--- config.mk ---
export PLATFORM = sky130hd
export DESIGN_NAME = async_receive
export DESIGN_NICKNAME = d
export VERILOG_FILES = /design/src/rtl/async_receive.sv
export SDC_FILE = /design/constraint.sdc
export NUM_CORES = 1
export LEC_CHECK = 0
export ABC_AREA = 1
export CORE_MARGIN = 8
export CORE_UTILIZATION = 32
export CTS_CLUSTER_SIZE = 8
export DETAILED_ROUTE_END_ITERATION = 8
export PLACE_DENSITY_LB_ADDON = 0.15
export SYNTH_ARGS = -nofsm -noshare
export SYNTH_HDL_FRONTEND = slang
export SYNTH_SLANG_ARGS = --single-unit
--- constraint.sdc ---
create_clock -name clk -period 2 [get_ports clk]
set_input_delay 0.6 -clock clk [delete_from_list [all_inputs] [get_ports clk]]
set_output_delay 0.6 -clock clk [all_outputs]
set_load 0.02 [all_outputs]
--- src/rtl/async_receive.sv ---
// async_receive: RS-232 8N1 receiver with oversampled glitch filter,
// framing/break detection and line-idle / end-of-packet indication.
module async_receive #(
  parameter int ClkFrequency = 10000000,
  parameter int Baud = 115200,
  parameter int Oversampling = 8,
  parameter int BaudGeneratorAccWidth = 16,
  parameter int IdleBits = 16
) (
  input  logic       clk,
  input  logic       reset,
  input  logic       RxD,
  output logic [7:0] RxD_data,
  output logic       RxD_data_ready,
  output logic       RxD_framing_error,
  output logic       RxD_idle,
  output logic       RxD_endofpacket
);
  localparam int W = BaudGeneratorAccWidth;
  localparam longint IncL = (((longint'(Baud) * Oversampling) << (W - 7)) + (ClkFrequency >> 8)) / (ClkFrequency >> 7);
  localparam logic [W:0] Inc = (W + 1)'(IncL);
  localparam int SW = $clog2(Oversampling);
  localparam logic [SW-1:0] Mid = SW'(Oversampling / 2);
  localparam int GapMax = IdleBits * Oversampling;
  localparam int GW = $clog2(GapMax + 1);
  localparam logic [GW-1:0] Sat = GW'(GapMax);
  typedef enum logic [3:0] {IDLE, START, BIT0, BIT1, BIT2, BIT3, BIT4, BIT5, BIT6, BIT7, STOP, BRK} state_t;
  logic [W:0] acc;
  logic [1:0] sync, cnt, cnt_n;
  logic filt, tick, mid;
  state_t state;
  logic [SW-1:0] spacing;
  logic [7:0] shift;
  logic [GW-1:0] gap;
  always_comb begin
    tick = acc[W];
    mid = spacing == Mid;
    RxD_idle = gap == Sat;
    cnt_n = sync[1] ? (&cnt ? cnt : cnt + 2'd1) : (|cnt ? cnt - 2'd1 : cnt);
  end
  always_ff @(posedge clk or posedge reset)
    if (reset) begin
      acc <= '0;
      sync <= 2'b11;
      cnt <= 2'b11;
      filt <= 1'b1;
      state <= IDLE;
      spacing <= '0;
      shift <= '0;
      gap <= Sat;
      RxD_data <= '0;
      RxD_data_ready <= 1'b0;
      RxD_framing_error <= 1'b0;
      RxD_endofpacket <= 1'b0;
    end else begin
      acc <= {1'b0, acc[W-1:0]} + Inc;
      sync <= {sync[0], RxD};
      RxD_data_ready <= 1'b0;
      RxD_framing_error <= 1'b0;
      RxD_endofpacket <= 1'b0;
      gap <= (state != IDLE || !filt) ? '0 : (tick && !RxD_idle) ? gap + 1'b1 : gap;
      if (tick) begin
        cnt <= cnt_n;
        filt <= cnt_n == 2'b11 ? 1'b1 : cnt_n == 2'b00 ? 1'b0 : filt;
        spacing <= state == IDLE ? '0 : spacing + 1'b1;
        RxD_endofpacket <= state == IDLE && filt && gap == Sat - 1'b1;
        case (state)
          IDLE: if (!filt) state <= START;
          START: if (mid) state <= filt ? IDLE : BIT0;
          STOP: if (mid) begin
            if (filt) begin
              RxD_data <= shift;
              RxD_data_ready <= 1'b1;
              state <= IDLE;
            end else begin
              RxD_framing_error <= 1'b1;
              state <= shift == 8'h00 ? BRK : IDLE;
            end
          end
          BRK: if (filt) state <= IDLE;
          default: if (mid) begin
            shift <= {filt, shift[7:1]};
            state <= state_t'(state + 1'b1);
          end
        endcase
      end
    end
endmodule

==> results of run 1 <==
state kept, by name (all words and copies together) (netlist names):
signal,cells
RxD_endofpacket,1
state,4
RxD_data_ready,1
filt,1
acc,14
RxD_data,8
cnt,2
spacing,3
gap,8
RxD_framing_error,1
shift,8
sync,2
stage by stage:
step / util (%) / setup TNS [ps]
detailed placement: 37.0 / -20.7
finish: 38.0 / 0
floorplan: - / 0
global route: 38.0 / 0
CTS: 38.0 / 0
global placement: 37.0 / -16.3
cell usage after synthesis, drive strengths merged:
library cell / count
a21oi: 4
buf: 5
dfrtp: 47
dfstp: 6
ha: 10
inv: 41
nand2: 91
nand3: 34
nand3b: 1
nand4: 2
nor2: 26
nor3: 2
nor3b: 1
nor4: 1
o211ai: 1
o21ai: 27
xnor2: 3
xor2: 9
report_power, final:
group,switching [mW],internal (mW),leakage [nW]
Combinational,0.0351,0.0155,0.770
Sequential,0.00647,1.09,0.688
Clock,0.356,0.243,0.0439
Total,0.398,1.34,1.50
metal layers:
metal / GRT usage, % / up-vias
li1: - / 1038
met1: 11.6 / 907
met2: 15.3 / 17
met3: 2.20 / 5
met4: 3.27 / 0
met5: 0 / -
placed cells by master (no fill, tap or decap), types with 2 or more instances in the layout:
cell type / count
a21oi_1: 3
buf_4: 9
clkbuf_8: 5
clkdlybuf4s50_1: 13
clkinv_2: 2
dfrtp_1: 47
dfstp_2: 6
ha_1: 10
inv_1: 37
inv_2: 4
nand2_1: 83
nand2_2: 8
nand3_1: 30
nand3_2: 2
nand3_4: 2
nand4_1: 2
nor2_1: 22
nor2_2: 2
nor2_4: 2
nor3_1: 2
o21ai_0: 8
o21ai_2: 18
xnor2_1: 3
xor2_1: 9
cell families after synthesis:
family,count (synthesis),synth area share [%]
xor gates and xnor gates,12,3.86
buffers and inverters,46,7.13
AOI/OAI and AO/OA,32,8.60
DFF,53,49.0
adders and majority gates,10,4.60
and+or+nand+nor,158,26.8
layout make-up:
cell class / instances / share of cell area [%]
inverters: 41 / 4.93
well taps: 105 / 4.21
clock buffers: 5 / 2.21
clock inverters: 3 / 0.561
repair buffers: 24 / 7.14
flip-flops and latches: 53 / 42.7
multi-input cells: 212 / 38.2
path summary, 6_finish.rpt:
kind / from / endpoint / slack [ps] / cells past startpoint
worst max-delay path: RxD_data[3]$_DFFE_PP0P_ / RxD_data[3] / 90 / 1
worst min-delay path: sync[0]$_DFF_PP1_ / sync[1]$_DFF_PP1_ / 360 / 0
worst max register to register: state[0]$_DFFE_PP0P_ / shift[1]$_DFFE_PP0P_ / 270 / 6
worst min register to register: sync[0]$_DFF_PP1_ / sync[1]$_DFF_PP1_ / 360 / 0
max in group asynchronous: reset / gap[7]$_DFFE_PP1P_ / 1040 / 3
min in group asynchronous: reset / acc[9]$_DFF_PP0_ / 650 / 3
==> flow_metrics.tcl, run 1 <==
set metrics [dict create \
    grt.overflow.total 0 \
    initial_utilization_pct 33.1 \
    cellLeakagePower_nw 1.50 \
    vias 1967 \
    drive_above_1_share_pct 18.9 \
    dpl_cell_area_mm2 0.00304 \
    whs_ps 359 \
    antenna_left 0 \
    worstPathArrival_ps 1310 \
    finish.net_count 350 \
    antenna_found_initial 0 \
    grt_use_total_pct 9.27 \
    top_layer "met4" \
    rsz0062_at_grt "no" \
    drt_wl_total_mm 4.91 \
    htree_num_levels 2 \
    drcViolationCount 0 \
    max_freq_mhz 523 \
    rows 33 \
    postSynthCellCount 311 \
    wl_per_cell_um 11.1 \
    synth.distinct_cells 29 \
    crit_type "register to output port" \
    cts_tree "done" \
    clk_latency_ps 310 \
    finalClockSkew_ps 10.9 \
    cp.buffers_inverters 1 \
    slowest_delay_ps 620 \
    total_power_mw 1.74 \
    cp_slowest_cell "clkdlybuf4s50_1" \
    p_per_area_mw_per_mm2 558 \
    layout.cells.non_filler 443 \
    grt_max_degree 54 \
    met1_length_mm 2.40 \
    place_ws_ps -20.7 \
    wl_met3_um 156 \
    ys_ff_latch 53 \
    yosysSeqAreaShare_pct 49.0 \
    vias_per_cell 4.44 \
    min_path_type "register to register" \
    io_buffers 14 \
    slew_headroom_pct 73.4 \
    die_w_um 108 \
    cts_sinks 53 \
    regArea_mm2 0.00133 \
    worst_ir_drop_vdd_mv 0.246 \
    setup_violations 0 \
    areaGrowthSynthToFinish_pct 14.7 \
    nFillCells 835 \
    critPathCaptureType "output port" \
    crit_fanout 2 \
    worst_slack_ps 88.5 \
    multi_input_comb_area_mm2 0.00119 \
    core_area_mm2 0.00822 \
    max_cap_violations 0 \
    synthDominantAreaCellType "dfrtp_1" \
    grt_pass1_vias 1903 \
    route.met2.wl_mm 2.29 \
    clk_pin_slew_worst_paths_ps 100 \
    gp_congestion 0.759 \
    layout_min_cycle_time_ps 1910 \
    post_cts_resized 4 \
    yosysTopAreaCellShare_pct 43.2 \
    critPathRequiredTime_ps 1400 \
    dp.cells 435 \
    dr.pass1.iters 4 \
    startpoint_type "register" \
    drv_slew 0 \
    clockBufferDepth 2 \
    worst_pin_slew_ps 398 \
    syn-num-nets 324 \
    die_area_mm2 0.0117 \
    grt_pass1_wl_mm 8.85 \
    ios 15 \
    synth.avg_cell_area_um2 8.75 \
    synth_area_leaders "dfrtp_1 (43%), nand2_1 (11%), dfstp_2 (5.8%)" \
    ctsHoldBuffers 0 \
    crit_chain "clkdlybuf4s50_1" \
    cp_top_family "buffers and inverters" \
    drtIter0Drc 70 \
    place_hpwl_mm 3.48 \
    yosysWarnings 0 \
    hold_viol_final 0 \
    cts-buffers-inserted 5 \
    antenna_cells 0 \
    cts_root_buf "clkbuf_8" \
    fin_area_mm2 0.00312 \
    cts_setup_buffers 0 \
    die_h_um 108 \
    fin_crit_sh_pct 95.6 \
    netlist_area_mm2 0.00272 \
    outcome "finished, final reports clean" \
]
Note: power is estimated with default switching activity, not from simulation.
==> run 2: changes to the inputs <==
- CAP_MARGIN: not set -> 20
==> results of run 2 <==
Same layout as run 1: the final DEF is identical, and so are final timing and power.
==> run 3: changes to the inputs <==
- RECOVER_POWER: not set -> 50
==> run 3 against run 2 <==
Net effect: critical path depth did not move; critical path type unchanged; setup slack lost 3.3 ps; sequential cell count did not move; first-iteration DRC count grew 5.7%; register-to-register slack about the same; count of clock-buffer cells in the layout unchanged; non-clock buffer count did not move; sequential share of layout area increased by 0.17 points; utilization shrank 0.15 points.
==> flow_metrics.tcl, run 3 (synthesis gave the netlist of run 1 again) <==
set metrics [dict create \
    setup_tns_ps 0 \
    place_hpwl_mm 3.48 \
    rows 33 \
    worstPathArrival_ps 1310 \
    finalClockSkew_ps 10.4 \
    layout_min_cycle_time_ps 1910 \
    drive_above_1_share_pct 18.6 \
    vias 1953 \
    drtIter0Drc 74 \
    reg2reg_setup_slack_ps 280 \
    wl_per_cell_um 11.1 \
    cts_tree "done" \
    place_ws_ps -20.7 \
    cts_sinks 53 \
    worstReg2RegEnd "shift[4]$_DFFE_PP0P_" \
    grt_max_degree 54 \
    crit_type "register to output port" \
    core_area_mm2 0.00822 \
    drt_wl_total_mm 4.93 \
    ctsHoldBuffers 0 \
    grt.overflow.total 0 \
    final_common_cell "nand2_1" \
    slew_headroom_pct 51.1 \
    critPathCaptureType "output port" \
    cellLeakagePower_nw 1.49 \
    clockBufferDepth 2 \
    outcome "finished, final reports clean" \
    rsz0062_at_grt "no" \
    min_path_type "register to register" \
    ios 15 \
    cp.buffers_inverters 1 \
    clk_pin_slew_worst_paths_ps 100 \
    fin_crit_sh_pct 95.7 \
    areaGrowthSynthToFinish_pct 14.3 \
    io_buffers 14 \
    initial_utilization_pct 33.1 \
    r2r_cells 6 \
    cp_slowest_cell "clkdlybuf4s50_1" \
    die_w_um 108 \
    r2r-start "state[0]$_DFFE_PP0P_" \
    cts-buffers-inserted 5 \
    dr.pass1.iters 4 \
    crit_fanout 2 \
    startpoint_type "register" \
    antenna_cells 0 \
    worst_hold_path.endpoint "sync[1]$_DFF_PP1_" \
    vias_per_cell 4.41 \
    p_per_area_mw_per_mm2 560 \
    max_freq_mhz 522 \
    hold_viol_final 0 \
    antenna_left 0 \
    nFillCells 836 \
    die_area_mm2 0.0117 \
    top_register "acc" \
    cts_setup_buffers 0 \
    grt_pass1_wl_mm 8.85 \
    cp_top_family "buffers and inverters" \
    min_path_cells 0 \
    cts_root_buf "clkbuf_8" \
    max_cap_violations 0 \
    largest_reg_flops 14 \
    worstHoldStart "sync[0]$_DFF_PP1_" \
    grt_use_total_pct 9.27 \
    grt_pass1_vias 1903 \
    worst_slack_ps 85.3 \
    crit_chain "clkdlybuf4s50_1" \
    antenna_found_initial 0 \
    worst_ir_drop_vdd_mv 0.246 \
    slowest_delay_ps 620 \
    final_cell_mix "nand2_1 (83), dfrtp_1 (47), inv_1 (37), nand3_1 (30), nor2_1 (22)" \
    finish.net_count 350 \
    drcViolationCount 0 \
    critPathRequiredTime_ps 1400 \
    gp_congestion 0.759 \
    clk_latency_ps 310 \
    setup_violations 0 \
    htree_num_levels 2 \
    worst_pin_slew_ps 734 \
    die_h_um 108 \
    drv_slew 0 \
]
run 3: cell types whose count changed in the layout (fill, tap and decap cells not counted), sizes merged:
cell	change
clkbuf	+1
dlygate4sd3	+2
clkdlybuf4s50	-2
buf	-1
inv	-1
clkinv	+1
run 3: final cells by class:
cell class	count	area (µm²)	area share, %
repair buffers	24	210	6.76
flip-flops and latches	53	1330	42.9
well taps	105	131	4.23
multi-input cells	212	1190	38.4
clock buffers	5	68.8	2.21
inverters	41	154	4.95
clock inverters	3	17.5	0.564
run 3: how the worst max path moves through the flow:
| stage | startpoint | slack, ps | cells past startpoint | end |
|---|---|---|---|---|
| global route | gap[7]$_DFFE_PP1P_ | 7 | 5 | RxD_idle |
| detailed placement | gap[7]$_DFFE_PP1P_ | -20 | 5 | RxD_idle |
| CTS | RxD_data[3]$_DFFE_PP0P_ | 60 | 1 | RxD_data[3] |
| finish | RxD_data[3]$_DFFE_PP0P_ | 90 | 1 | RxD_data[3] |
| floorplan | reset | 120 | 1 | RxD_data[0]$_DFFE_PP0P_ |
| global placement | gap[7]$_DFFE_PP1P_ | -20 | 5 | RxD_idle |
run 3: power by group:
group          total, mW  switching, mW  leakage (nW)  internal [mW]
clock network      0.601          0.359        0.0439          0.243
registers           1.09        0.00643         0.688           1.09
logic             0.0463         0.0347         0.763         0.0117
run 3: through the flow:
stage,total power [mW],utilization [%],instances,area (µm²),hold slack (ps)
4_1_cts,1.78,38.0,443,3120,361
5_1_grt,1.82,37.8,443,3110,370
6_report,1.74,37.8,443,3110,359
3_3_place_gp,1.17,37.0,435,3040,347
3_5_place_dp,1.17,37.0,435,3040,347
2_1_floorplan,1.14,-,311,2720,345
run 3: repair_timing:
action                                 4_1_cts  5_1_grt
setup endpoints to repair                    1        0
gates resized for setup                      4        0
endpoints found under the hold margin        0        0
run 3: per-layer routing:
metal | vias to the layer above | global-route usage [%] | share of wire [%]
li1 | 1033 | - | -
met1 | 902 | 11.6 | 49
met2 | 13 | 15.3 | 47
met3 | 5 | 2.20 | 2.9
met4 | 0 | 3.27 | 1.3
met5 | - | 0 | 0
